**src/rtl/xm_mw_pipeline.sv**
```systemverilog
// xm_mw_pipeline
// EX/MEM and MEM/WB pipeline registers for the 16-bit core, together with the
// data-memory access sequencer. An instruction in EX/MEM that loads or stores
// raises mem_req and holds the upstream stages until the memory acknowledges
// the access or the wait budget runs out. A timeout sets a sticky error flag
// and retires the access with zero load data.
module xm_mw_pipeline #(
    parameter int DW      = 16,
    parameter int RW      = 4,
    parameter int TIMEOUT = 15
) (
    input  logic          clk,
    input  logic          rst,
    input  logic          ex_valid,
    input  logic [DW-1:0] ex_alu_result,
    input  logic [DW-1:0] ex_store_data,
    input  logic [RW-1:0] ex_rd,
    input  logic [RW-1:0] ex_rt,
    input  logic          ex_regwrite,
    input  logic          ex_memread,
    input  logic          ex_memwrite,
    input  logic          flush,
    output logic          mem_req,
    output logic          mem_we,
    output logic [DW-1:0] mem_addr,
    output logic [DW-1:0] mem_wdata,
    input  logic          mem_ack,
    input  logic [DW-1:0] mem_rdata,
    output logic          stall_up,
    output logic [RW-1:0] xm_rd,
    output logic [RW-1:0] xm_rt,
    output logic          xm_regwrite,
    output logic          xm_memwrite,
    output logic [DW-1:0] xm_alu_result,
    output logic [RW-1:0] mw_rd,
    output logic          mw_regwrite,
    output logic [DW-1:0] mw_wb_data,
    output logic          mem_err
);

    // The wait counter is 4 bits; TIMEOUT must fit in it.
    localparam logic [3:0] TIMEOUT_C = 4'(TIMEOUT);

    typedef enum logic [0:0] {
        ST_IDLE   = 1'b0,
        ST_ACCESS = 1'b1
    } state_e;

    // Sequencer state
    state_e        state_q, state_d;
    logic [3:0]    wait_cnt_q, wait_cnt_d;
    logic          mem_err_q, mem_err_d;
    logic          flush_pend_q, flush_pend_d;

    // EX/MEM register
    logic          xm_valid_q, xm_valid_d;
    logic [DW-1:0] xm_alu_result_q, xm_alu_result_d;
    logic [DW-1:0] xm_store_data_q, xm_store_data_d;
    logic [RW-1:0] xm_rd_q, xm_rd_d;
    logic [RW-1:0] xm_rt_q, xm_rt_d;
    logic          xm_regwrite_q, xm_regwrite_d;
    logic          xm_memread_q, xm_memread_d;
    logic          xm_memwrite_q, xm_memwrite_d;

    // MEM/WB register
    logic          mw_valid_q, mw_valid_d;
    logic [RW-1:0] mw_rd_q, mw_rd_d;
    logic          mw_regwrite_q, mw_regwrite_d;
    logic [DW-1:0] mw_wb_data_q, mw_wb_data_d;

    // Control decode
    logic          xm_mem_op_s;
    logic          at_limit_s;
    logic          timeout_s;
    logic          advance_s;
    logic          mem_req_s;
    logic          mem_we_s;
    logic          stall_up_s;

    // Decode whether EX/MEM owns a memory access and whether the pipe may move.
    always_comb begin
        xm_mem_op_s = xm_valid_q & (xm_memread_q | xm_memwrite_q);
        at_limit_s  = (state_q == ST_ACCESS) && (wait_cnt_q == TIMEOUT_C);
        timeout_s   = xm_mem_op_s & ~mem_ack & at_limit_s;
        // A non-memory instruction always moves; a memory op moves on ack or on
        // exhausting its wait budget. mem_ack with no request has no effect
        // because advancing is already unconditional in that case.
        advance_s   = ~xm_mem_op_s | mem_ack | at_limit_s;
    end

    // Sequencer state register; reset drops any outstanding access at once.
    always_ff @(posedge clk or negedge rst) begin
        if (!rst) begin
            state_q      <= ST_IDLE;
            wait_cnt_q   <= 4'd0;
            mem_err_q    <= 1'b0;
            flush_pend_q <= 1'b0;
        end else begin
            state_q      <= state_d;
            wait_cnt_q   <= wait_cnt_d;
            mem_err_q    <= mem_err_d;
            flush_pend_q <= flush_pend_d;
        end
    end

    // Sequencer next state: count wait cycles and detect timeout.
    always_comb begin
        state_d    = state_q;
        wait_cnt_d = wait_cnt_q;
        mem_err_d  = mem_err_q;
        case (state_q)
            ST_IDLE: begin
                if (xm_mem_op_s && !mem_ack) begin
                    state_d    = ST_ACCESS;
                    wait_cnt_d = 4'd1;
                end else begin
                    state_d    = ST_IDLE;
                    wait_cnt_d = 4'd0;
                end
            end
            ST_ACCESS: begin
                if (mem_ack) begin
                    state_d    = ST_IDLE;
                    wait_cnt_d = 4'd0;
                end else if (at_limit_s) begin
                    state_d    = ST_IDLE;
                    wait_cnt_d = 4'd0;
                    mem_err_d  = 1'b1;
                end else begin
                    state_d    = ST_ACCESS;
                    wait_cnt_d = wait_cnt_q + 4'd1;
                end
            end
            default: begin
                state_d    = ST_IDLE;
                wait_cnt_d = 4'd0;
            end
        endcase
    end

    // Sequencer outputs: request, direction and upstream stall.
    always_comb begin
        mem_req_s  = xm_mem_op_s;
        mem_we_s   = xm_mem_op_s & xm_memwrite_q;
        stall_up_s = mem_req_s & ~mem_ack & ~at_limit_s;
    end

    // Pipeline register next values: load on advance, otherwise hold both stages.
    always_comb begin
        xm_valid_d      = xm_valid_q;
        xm_alu_result_d = xm_alu_result_q;
        xm_store_data_d = xm_store_data_q;
        xm_rd_d         = xm_rd_q;
        xm_rt_d         = xm_rt_q;
        xm_regwrite_d   = xm_regwrite_q;
        xm_memread_d    = xm_memread_q;
        xm_memwrite_d   = xm_memwrite_q;
        mw_valid_d      = mw_valid_q;
        mw_rd_d         = mw_rd_q;
        mw_regwrite_d   = mw_regwrite_q;
        mw_wb_data_d    = mw_wb_data_q;
        flush_pend_d    = flush_pend_q;
        if (advance_s) begin
            mw_valid_d    = xm_valid_q;
            mw_rd_d       = xm_rd_q;
            mw_regwrite_d = xm_regwrite_q;
            if (xm_memread_q) begin
                // A timed-out load retires with zero rather than bus garbage.
                if (timeout_s) begin
                    mw_wb_data_d = {DW{1'b0}};
                end else begin
                    mw_wb_data_d = mem_rdata;
                end
            end else begin
                mw_wb_data_d = xm_alu_result_q;
            end
            // A flush seen during the stall squashes the instruction now entering.
            xm_valid_d      = ex_valid & ~flush & ~flush_pend_q;
            xm_alu_result_d = ex_alu_result;
            xm_store_data_d = ex_store_data;
            xm_rd_d         = ex_rd;
            xm_rt_d         = ex_rt;
            xm_regwrite_d   = ex_regwrite;
            xm_memread_d    = ex_memread;
            xm_memwrite_d   = ex_memwrite;
            flush_pend_d    = 1'b0;
        end else begin
            // Stalled: remember any flush so it reaches the held EX instruction.
            flush_pend_d = flush_pend_q | flush;
        end
    end

    // EX/MEM and MEM/WB registers.
    always_ff @(posedge clk or negedge rst) begin
        if (!rst) begin
            xm_valid_q      <= 1'b0;
            xm_alu_result_q <= {DW{1'b0}};
            xm_store_data_q <= {DW{1'b0}};
            xm_rd_q         <= {RW{1'b0}};
            xm_rt_q         <= {RW{1'b0}};
            xm_regwrite_q   <= 1'b0;
            xm_memread_q    <= 1'b0;
            xm_memwrite_q   <= 1'b0;
            mw_valid_q      <= 1'b0;
            mw_rd_q         <= {RW{1'b0}};
            mw_regwrite_q   <= 1'b0;
            mw_wb_data_q    <= {DW{1'b0}};
        end else begin
            xm_valid_q      <= xm_valid_d;
            xm_alu_result_q <= xm_alu_result_d;
            xm_store_data_q <= xm_store_data_d;
            xm_rd_q         <= xm_rd_d;
            xm_rt_q         <= xm_rt_d;
            xm_regwrite_q   <= xm_regwrite_d;
            xm_memread_q    <= xm_memread_d;
            xm_memwrite_q   <= xm_memwrite_d;
            mw_valid_q      <= mw_valid_d;
            mw_rd_q         <= mw_rd_d;
            mw_regwrite_q   <= mw_regwrite_d;
            mw_wb_data_q    <= mw_wb_data_d;
        end
    end

    // Output mapping; write enables are qualified so R0 is never written.
    always_comb begin
        mem_req       = mem_req_s;
        mem_we        = mem_we_s;
        mem_addr      = xm_alu_result_q;
        mem_wdata     = xm_store_data_q;
        stall_up      = stall_up_s;
        xm_rd         = xm_rd_q;
        xm_rt         = xm_rt_q;
        xm_regwrite   = xm_valid_q & xm_regwrite_q & (xm_rd_q != {RW{1'b0}});
        xm_memwrite   = xm_valid_q & xm_memwrite_q;
        xm_alu_result = xm_alu_result_q;
        mw_rd         = mw_rd_q;
        mw_regwrite   = mw_valid_q & mw_regwrite_q & (mw_rd_q != {RW{1'b0}});
        mw_wb_data    = mw_wb_data_q;
        mem_err       = mem_err_q;
    end

endmodule

```
**config.mk**
```make
export PLATFORM = sky130hd
export DESIGN_NAME = xm_mw_pipeline
export DESIGN_NICKNAME = d
export VERILOG_FILES = /design/src/rtl/xm_mw_pipeline.sv
export SDC_FILE = /design/constraint.sdc
export NUM_CORES = 1
export LEC_CHECK = 0
export BUFFER_PORTS_ARGS = -buffer_cell sky130_fd_sc_hd__buf_2
export CAP_MARGIN = 15
export CORE_MARGIN = 1
export CORE_UTILIZATION = 29
export CTS_CLUSTER_DIAMETER = 200
export CTS_CLUSTER_SIZE = 30
export DETAILED_ROUTE_END_ITERATION = 8
export GPL_TIMING_DRIVEN = 0
export PLACE_DENSITY = 0.61
export RECOVER_POWER = 50
export SETUP_SLACK_MARGIN = 0.5
export SYNTH_ARGS = -nofsm -noshare
export SYNTH_HDL_FRONTEND = slang
export SYNTH_SLANG_ARGS = --single-unit
```
**constraint.sdc**
```tcl
create_clock -name clk -period 1.9 [get_ports clk]
set_clock_uncertainty 0.15 [all_clocks]
set_input_delay 0.38 -clock clk [delete_from_list [all_inputs] [get_ports clk]]
set_output_delay 0.38 -clock clk [all_outputs]
set_load 0.1 [all_outputs]
```
# ---- After elaboration in Yosys (flattened, before gate mapping)
# Index checks and enable logic that the tools add are counted.
dict set report word_totals {
  ff_bits 73
  latchBits 0
  ram_bits 0
  mem_bits_ro 0
  inputBits 64
  out_inout_bits 83
  elab_cells 57
  n_memories 0
}
dict set report classes {
  n_addsub 1
  mul 0
  div 0
  magnitude_cmp 0
  n_eq_ne 1
  shifts 0
  n_mux 11
  bitwise_logic 22
  n_reduce_logical 6
}
# op count
set op_table {}
lappend op_table {{$mux 16} 2}
lappend op_table {{$and 1x1->1} 12}
lappend op_table {{$mux 4} 2}
lappend op_table {{$pmux 4 s2} 1}
lappend op_table {{$reduce_bool 4->1} 2}
lappend op_table {{$not 1->1} 6}
lappend op_table {{$mux 1} 5}
lappend op_table {{$add 4x1->4 const B} 1}
lappend op_table {{$eq 4x4->1 const B} 1}
lappend op_table {{$or 1x1->1} 4}
lappend op_table {{$reduce_and 3->1} 1}
lappend op_table {{$logic_and 1x1->1} 2}
lappend op_table {{$pmux 1 s2} 1}
lappend op_table {{$logic_not 1->1} 1}

# ---- Logic depth before layout (Yosys ltp)
# Gate-level depths: netlist of run 1.
dict set report depth {
  ltp_word 6
  mapped_depth 7
  depth_no_buf 5
}

# ---- Worst setup path after synthesis of run 1
# Ideal clock, no wire load.
dict set report synth_timing {
  kind {register to output}
  from {register xm_rd_q[1] (netlist: xm_rd[1])}
  to {output port xm_regwrite}
  arrival_time_ps 2366
  required_time_ps 1370
  slack_ps -996
  stages_incl_launch_ff 3
  n_path_buf 0
  cell_sequence {dfrtp_1 > nor4_1 > nor2_1}
}
dict set report synth_between {
  elab_chain_cells 2
}
# element line
set synth_lines {}
lappend synth_lines {{start, declared} 59} ;# logic [RW-1:0] xm_rd_q, xm_rd_d;
lappend synth_lines {{start signal, assigned} 199} ;# xm_rd_q <= {RW{1'b0}};
lappend synth_lines {{start signal, assigned} 212} ;# xm_rd_q <= xm_rd_d;
lappend synth_lines {{$reduce_bool 4->1} 233} ;# xm_regwrite = xm_valid_q & xm_regwrite_q & (xm_rd_q != {RW{1'b0}});
lappend synth_lines {{$and 1x1->1} 233}
lappend synth_lines {{end, declared} 32} ;# output logic xm_regwrite,
# Every way passes these cells.

# ---- Final worst setup path of run 1
dict set report layout_timing {
  from {register wait_cnt_q[0]}
  to {output port stall_up}
}
dict set report layout_between {
  elab_chain_cells 4
}
# element line
set layout_lines {}
lappend layout_lines {{start, declared} 51} ;# logic [3:0] wait_cnt_q, wait_cnt_d;
lappend layout_lines {{start signal, assigned} 100} ;# wait_cnt_q <= wait_cnt_d;
lappend layout_lines {{$eq 4x4->1} 83} ;# at_limit_s = (state_q == ST_ACCESS) && (wait_cnt_q == TIMEOUT_C);
lappend layout_lines {{$logic_and 1x1->1} 83}
lappend layout_lines {{$not 1->1} 145} ;# stall_up_s = mem_req_s & ~mem_ack & ~at_limit_s;
lappend layout_lines {{$and 1x1->1} 145}
lappend layout_lines {{end, declared} 29} ;# output logic stall_up,
# Every way passes these cells.

==> impl_results.md, run 1 <==
* Initial core utilization at 0.3041
* Min-Delay Path Class: in -> reg
* Sequential share of power at 0.312
* Synth warn at 0
* Top cells by area, synth: dfrtp_1 57%, mux2_1 8.1%, mux2_4 8.0%
* Gr usage total at 0.1864
* LEAKAGE at 0.003239 uW
* Synth Area in XOR/XNOR at 0.005505
* Worst path slowest cell: dfrtp_1
* FF+latch count, synth at 73
* Post-Syn Nets at 281
* Top cell type's share of synthesized area at 0.5741
* Worst-path fanout max at 2
* RSZ-0062 raised after global routing: yes
* Number of diodes at 0
* Die area at 0.01139 mm^2
* Via-to-Cell Ratio at 4.680
* Worst EP arrival at 1.84 ns
* Final net count at 505
* WS Path Type: reg -> out
* Cells along the critical path: ha_2, and4_4, or3_1, buf_6, inv_8, buf_12, buf_12
* Net load switching power at 2503 uW
* Area share of fa/ha/maj cells after synthesis at 0.003932
* Setup Viol. Count Final at 69
* R2R Setup Slk at -0.28 ns
* Total Power at 6271 uW
* Switching portion of total power at 0.3991
* Routed len/inst at 17.93 um
* Yosys cell types at 30
* Pwr Density at 933.5 mW/mm^2
* P_int at 3769 uW
* First-pass GRT wire length at 16100 um
* DR iter-0 viols at 71
* WP data required at 1.37 ns
* Share of cells above drive strength 1 at 0.8022
* Vias in the first global route at 3005
* Reg2reg start: wait_cnt_q[0]
* Max-cap violations at 0
* Min Clock Period, post-route at 2.371 ns
* Hold_sp: ex_valid
* Yosys top cell by area: dfrtp_1
* Post-DP HPWL at 5648 um
* Slack of the critical path at -0.4708 ns
* Type of origin of the critical path: flip-flop
* Synth Area in Compound Gates at 0.1160
* Relative slew slack at 0.3757
* Core area at 0.01046 mm^2
* Largest net degree at the start of global routing at 60
* CTS max path bufs at 2
* Worst-Margin Slew at 0.9365 ns
* Failing checks: setup timing
* Hold path depth at 3
* Endpoint class of the critical path: output pin
* Syn Area/Cell at 14.73 um^2
* Clk Latency, worst-skew pair at 0.34 ns
* Synthesized instance count at 216
* Combinational power share at 0.473
* Hold_ws at 0.1006 ns
* Port bufs at 146
* Clock network power share at 0.215
* Placed cell areas at 0.004413 mm^2
* Area Growth Syn to Fin at 111.1%
* Clock transition at the registers of the reported paths at 0.08 ns
* Post-route ant nets at 0
* Root buffer cell: clkbuf_8
* CTS buffer count at 9
* Mux share of post-synthesis cell area at 0.1899
* Die width at 106.7 um
* Crit path top cell by count: buf_12
* Largest family of logic cells by synthesized area: multiplexers
* Sink Count at 73
* Total wire length at 10420 um
* GP Congestion at 0.7555
* R2R Path End: xm_rt[3]
* Synth Area in Simple Gates at 0.03185
* Height of the die at 106.7 um
* Initial antenna violation count at 0
* Fmax at 0.4218 GHz
* CTS H-Tree Depth at 3
* Boundary Pins at 147
* Synthesized area at 0.003182 mm^2
* Final Cell Area at 0.006718 mm^2
* Worst Hold End: xm_valid_q
* Drt pass-1 iters at 4
* CP max stage delay at 0.39 ns
* Final period util at 1.248
* R2r worst-path depth at 9
* Seq/Total Area, Yosys at 0.5741
* CTS tree: built
* Worst VDD drop at 0.0004664 V
* Cell with the most instances after synthesis: dfrtp_1
* Asr flop ratio synth at 1.000
* Final Hold Fails at 0
* Drt drc at 0
* TNS Setup at -14.34 ns
* Place WS at -0.5282 ns
* Post-synth EDFFs at 0
* Grt ovf at 0
* Vias post-DR at 2719
* Slew Limit Fails at 0
* Outcome: complete, but fails checks
* FP Rows at 37
* Top post-synthesis cells by count: 73 x dfrtp_1, 23 x mux2_1, 18 x buf_4
* Synth Flop Type: dfrtp_1
==> flip-flops by register name, summed over array words and instances, names as in the netlist, 4 cells and up <==
signal / flops
wait_cnt_q: 4
mw_wb_data: 16
mem_wdata: 16
mw_rd: 4
xm_rt: 4
xm_rd: 4
mem_addr: 16
==> cells by family (layout without fill, tap and decap cells) <==
logic type / after synthesis / in the layout
flip-flops: 73 / 73
multiplexers: 48 / 48
AO/OA/AOI/OAI: 38 / 38
buffers and inverters: 34 / 263
AND/OR/NAND/NOR: 20 / 20
XOR/XNOR: 2 / 2
adder cells (fa/ha/maj): 1 / 1
==> through the flow <==
stage / util / instances
2_1_floorplan: - / 216
4_1_cts: 0.6138 / 557
3_3_place_gp: 0.4189 / 498
3_5_place_dp: 0.4218 / 499
6_report: 0.6421 / 581
5_1_grt: 0.6421 / 581
==> worst max path at each step <==
stage	startpoint	end	slack, ns	depth (start not counted)
6_report	wait_cnt_q[0]	stall_up	-0.47	7
5_1_grt	wait_cnt_q[0]	stall_up	-0.52	7
4_1_cts	wait_cnt_q[0]	stall_up	-0.48	7
3_5_place_dp	wait_cnt_q[0]	stall_up	-0.53	7
3_3_place_gp	wait_cnt_q[0]	stall_up	-0.52	7
2_1_floorplan	wait_cnt_q[0]	mem_wdata[0]	-0.08	7
==> critical path: cells and delay by family (launching register included) <==
| kind | cells | cell delay, ns |
|---|---|---|
| and+or+nand+nor | 2 | 0.46 |
| buffers and inverters | 4 | 0.44 |
| DFF | 1 | 0.39 |
| adders and majority gates | 1 | 0.19 |
==> power by group through the flow <==
stage,logic [uW],registers [uW],clock network (uW)
3_5_place_dp,2050,1910,0
4_1_cts,2840,1950,1380
6_report,2970,1960,1350
3_3_place_gp,2030,1900,0
2_1_floorplan,690,2890,0
5_1_grt,3050,1980,1440
==> cell usage in the layout, fill, tap and decap left out, types with 2 or more instances in the layout <==
cell type	synthesis	layout
nor4_4	0	2
clkbuf_1	4	8
mux2_4	17	42
nand3_1	3	3
and3_1	2	2
buf_2	1	61
dfrtp_4	0	20
xor2_1	2	2
buf_16	0	3
inv_1	3	2
nor2_4	0	2
buf_6	5	16
dfrtp_2	0	26
o211a_1	16	16
a221o_1	16	16
nor2_1	5	2
buf_8	1	22
clkbuf_16	0	3
buf_4	18	43
dfrtp_1	73	27
and2_4	0	2
mux2_2	8	6
nand2_1	4	3
buf_12	0	89
bufinv_16	0	2
clkbuf_8	0	10
==> per-layer routing <==
layer,vias up,share of wire,global-route usage,wire length [um]
met5,-,0,0,0
met2,91,0.53,0.3336,5510
met1,1392,0.41,0.2220,4296
li1,1228,-,-,-
met4,0,0.0079,0.04207,82
met3,8,0.051,0.04985,526
==> repair_timing <==
action / CTS / global route
pin swaps: 5 / 1
hold endpoints to repair: 14 / 0
endpoints found under the setup margin: 152 / 150
buffers inserted: 39 / 22
gates resized for setup: 373 / 26
cloned: 2 / 2
hold buffers: 1 / 0
==> layout make-up <==
class,count,area [um^2]
Tap cell,136,170.2
Multi-Input combinational cell,109,1266
Timing Repair Buffer,213,2676
Sequential cell,73,1934
Buffer,30,430.4
Clock inverter,3,65.06
Clock buffer,13,148.9
Fill cell,747,3745
Inverter,4,26.28
Power figures use the tool's default switching activity.
==> run 2: changes to the inputs <==
--- a/config.mk
+++ b/config.mk
@@ -7,13 +7,16 @@
 export LEC_CHECK = 0
 export BUFFER_PORTS_ARGS = -buffer_cell sky130_fd_sc_hd__buf_2
 export CAP_MARGIN = 15
+export CELL_PAD_IN_SITES_DETAIL_PLACEMENT = 0
+export CELL_PAD_IN_SITES_GLOBAL_PLACEMENT = 1
 export CORE_MARGIN = 1
 export CORE_UTILIZATION = 29
 export CTS_CLUSTER_DIAMETER = 200
 export CTS_CLUSTER_SIZE = 30
 export DETAILED_ROUTE_END_ITERATION = 8
 export GPL_TIMING_DRIVEN = 0
-export PLACE_DENSITY = 0.61
+export HOLD_SLACK_MARGIN = 0.08
+export PLACE_DENSITY = 0.74
 export RECOVER_POWER = 50
 export SETUP_SLACK_MARGIN = 0.5
 export SYNTH_ARGS = -nofsm -noshare
==> impl_results.md, run 2 (synthesized netlist as in run 1, its figures left out) <==
* Outcome: complete, but fails checks
* Failing checks: setup timing
* Via-to-Cell Ratio at 4.635
* Core area at 0.01046 mm^2
* Root buffer cell: clkbuf_8
* CTS tree: built
* Vias post-DR at 2679
* Drt pass-1 iters at 4
* Worst-path fanout max at 2
* DR iter-0 viols at 60
* Setup Viol. Count Final at 60
* Final Hold Fails at 0
* Total wire length at 10160 um
* Net load switching power at 2505 uW
* Placed cells at 499
* Clock transition at the registers of the reported paths at 0.07 ns
* WP data required at 1.37 ns
* Drt drc at 0
* Boundary Pins at 147
* Max-cap violations at 0
* Relative slew slack at 0.3967
* Filler cell count at 756
* Min Clock Period, post-route at 2.368 ns
* RSZ-0062 raised after global routing: yes
* FP Rows at 37
* Gr usage total at 0.1743
* Slack of the critical path at -0.4680 ns
* Port bufs at 146
* WS Path Type: reg -> out
* Largest net degree at the start of global routing at 40
* Clk Latency, worst-skew pair at 0.34 ns
* Grt ovf at 0
* Vias in the first global route at 2808
* Combinational power share at 0.470
* Type of origin of the critical path: flip-flop
* Final period util at 1.246
* LEAKAGE at 0.003196 uW
* Clock network power share at 0.217
* Min-Delay Path Class: in -> reg
* Die width at 106.7 um
* CTS buffer count at 9
* Worst-Margin Slew at 0.9049 ns
* Slew Limit Fails at 0
* GP Congestion at 0.7191
* Share of cells above drive strength 1 at 0.8050
* Initial antenna violation count at 1
* Routed len/inst at 17.58 um
* Worst EP arrival at 1.84 ns
* Pwr Density at 940.8 mW/mm^2
* Most common cell after layout, fill and taps aside: buf_12
* Endpoint class of the critical path: output pin
* Final net count at 501
* Height of the die at 106.7 um
* Post-route ant nets at 0
* Hold_ws at 0.1047 ns
* Worst VDD drop at 0.0004925 V
* Sink Count at 73
* P_int at 3754 uW
* Initial core utilization at 0.3041
* Most frequent cells in the layout: 90 x buf_12, 62 x buf_2, 42 x mux2_4, 42 x buf_4, 27 x dfrtp_1
* Switching portion of total power at 0.4002
* Fmax at 0.4223 GHz
* Die area at 0.01139 mm^2
* CTS max path bufs at 2
* Sequential share of power at 0.312
* First-pass GRT wire length at 15050 um
* CTS H-Tree Depth at 3
* Filler-free cell count of the finished design at 578
* Area Growth Syn to Fin at 109.1%
* Post-DP HPWL at 5749 um
==> run 2: cell count changes in the layout (fill, tap and decap cells not counted), moves of 2 or more <==
cell,previous run,this run
clkbuf_1,8,4
clkbuf_16,3,0
dlygate4sd3_1,1,4
buf_6,16,14
buf_8,22,20
clkbuf_2,0,2
==> run 2: per-stage QoR <==
| stage | utilization | power [uW] | area [um^2] | setup TNS (ns) | setup slack, ns |
|---|---|---|---|---|---|
| 2_1_floorplan | - | 3578 | 3482 | -1.833 | -0.07705 |
| 3_3_place_gp | 0.4189 | 3925 | 4383 | -27.28 | -0.5218 |
| 3_5_place_dp | 0.4211 | 3949 | 4405 | -8.011 | -0.5377 |
| 4_1_cts | 0.6055 | 6148 | 6335 | -9.296 | -0.4609 |
| 5_1_grt | 0.6360 | 6464 | 6654 | -18.39 | -0.5171 |
| 6_report | 0.6360 | 6260 | 6654 | -14.29 | -0.4680 |
==> run 2: worst paths after layout <==
kind	start	endpoint	slack (ns)	cells past startpoint
hold / removal	ex_valid	xm_valid_q	0.10	3
min in group asynchronous	rst	mem_addr[15]	0.55	2
hold reg to reg	flush_pend_q	flush_pend_q	0.34	2
setup / recovery	wait_cnt_q[1]	stall_up	-0.47	7
max in group asynchronous	rst	mw_rd[2]	0.15	3
setup reg to reg	wait_cnt_q[1]	mw_regwrite_q	-0.36	10
==> run 2: worst max-delay path, stage by stage, from the launching register on <==
cell and delay [ns]:
dfrtp_1 0.39, ha_2 0.20, and4_4 0.15, or3_4 0.32
buf_6 0.14, inv_8 0.05, buf_12 0.09, buf_16 0.16
==> run 2: power by group through the flow <==
stage                     combinational, uW  sequential, uW  clock, uW
after global routing                   3030            1970       1460
final                                  2940            1950       1360
after detailed placement               2040            1910          0
after floorplan                         690            2890          0
after CTS                              2800            1950       1400
after global placement                 2030            1900          0
==> run 2: layout make-up <==
| class | instances | area [um^2] | share of cell area |
|---|---|---|---|
| flip-flops and latches | 73 | 1934 | 0.2907 |
| multi-input cells | 109 | 1274 | 0.1914 |
| well taps | 136 | 170.2 | 0.02557 |
| diodes | 1 | 2.502 | 0.0003761 |
| clock inverters | 4 | 76.32 | 0.01147 |
| clock buffers | 12 | 145.1 | 0.02181 |
| repair buffers | 209 | 2599 | 0.3906 |
| plain buffers | 30 | 426.7 | 0.06412 |
| inverters | 4 | 26.28 | 0.003949 |
==> run 2: per-layer routing <==
layer  vias up  wire length [um]  GRT usage
met5         -                 0          0
met4         0               120    0.05577
met3        13               513    0.04255
met2        89              5454     0.3037
met1      1357              4071     0.2106
li1       1220                 -          -
==> run 2: what timing repair did <==
item,CTS,global route
pin swaps,5,6
endpoints found under the setup margin,152,154
hold buffers,4,0
hold endpoints to repair,37,0
gates cloned,2,0
setup buffers,33,23
resized for setup,358,38
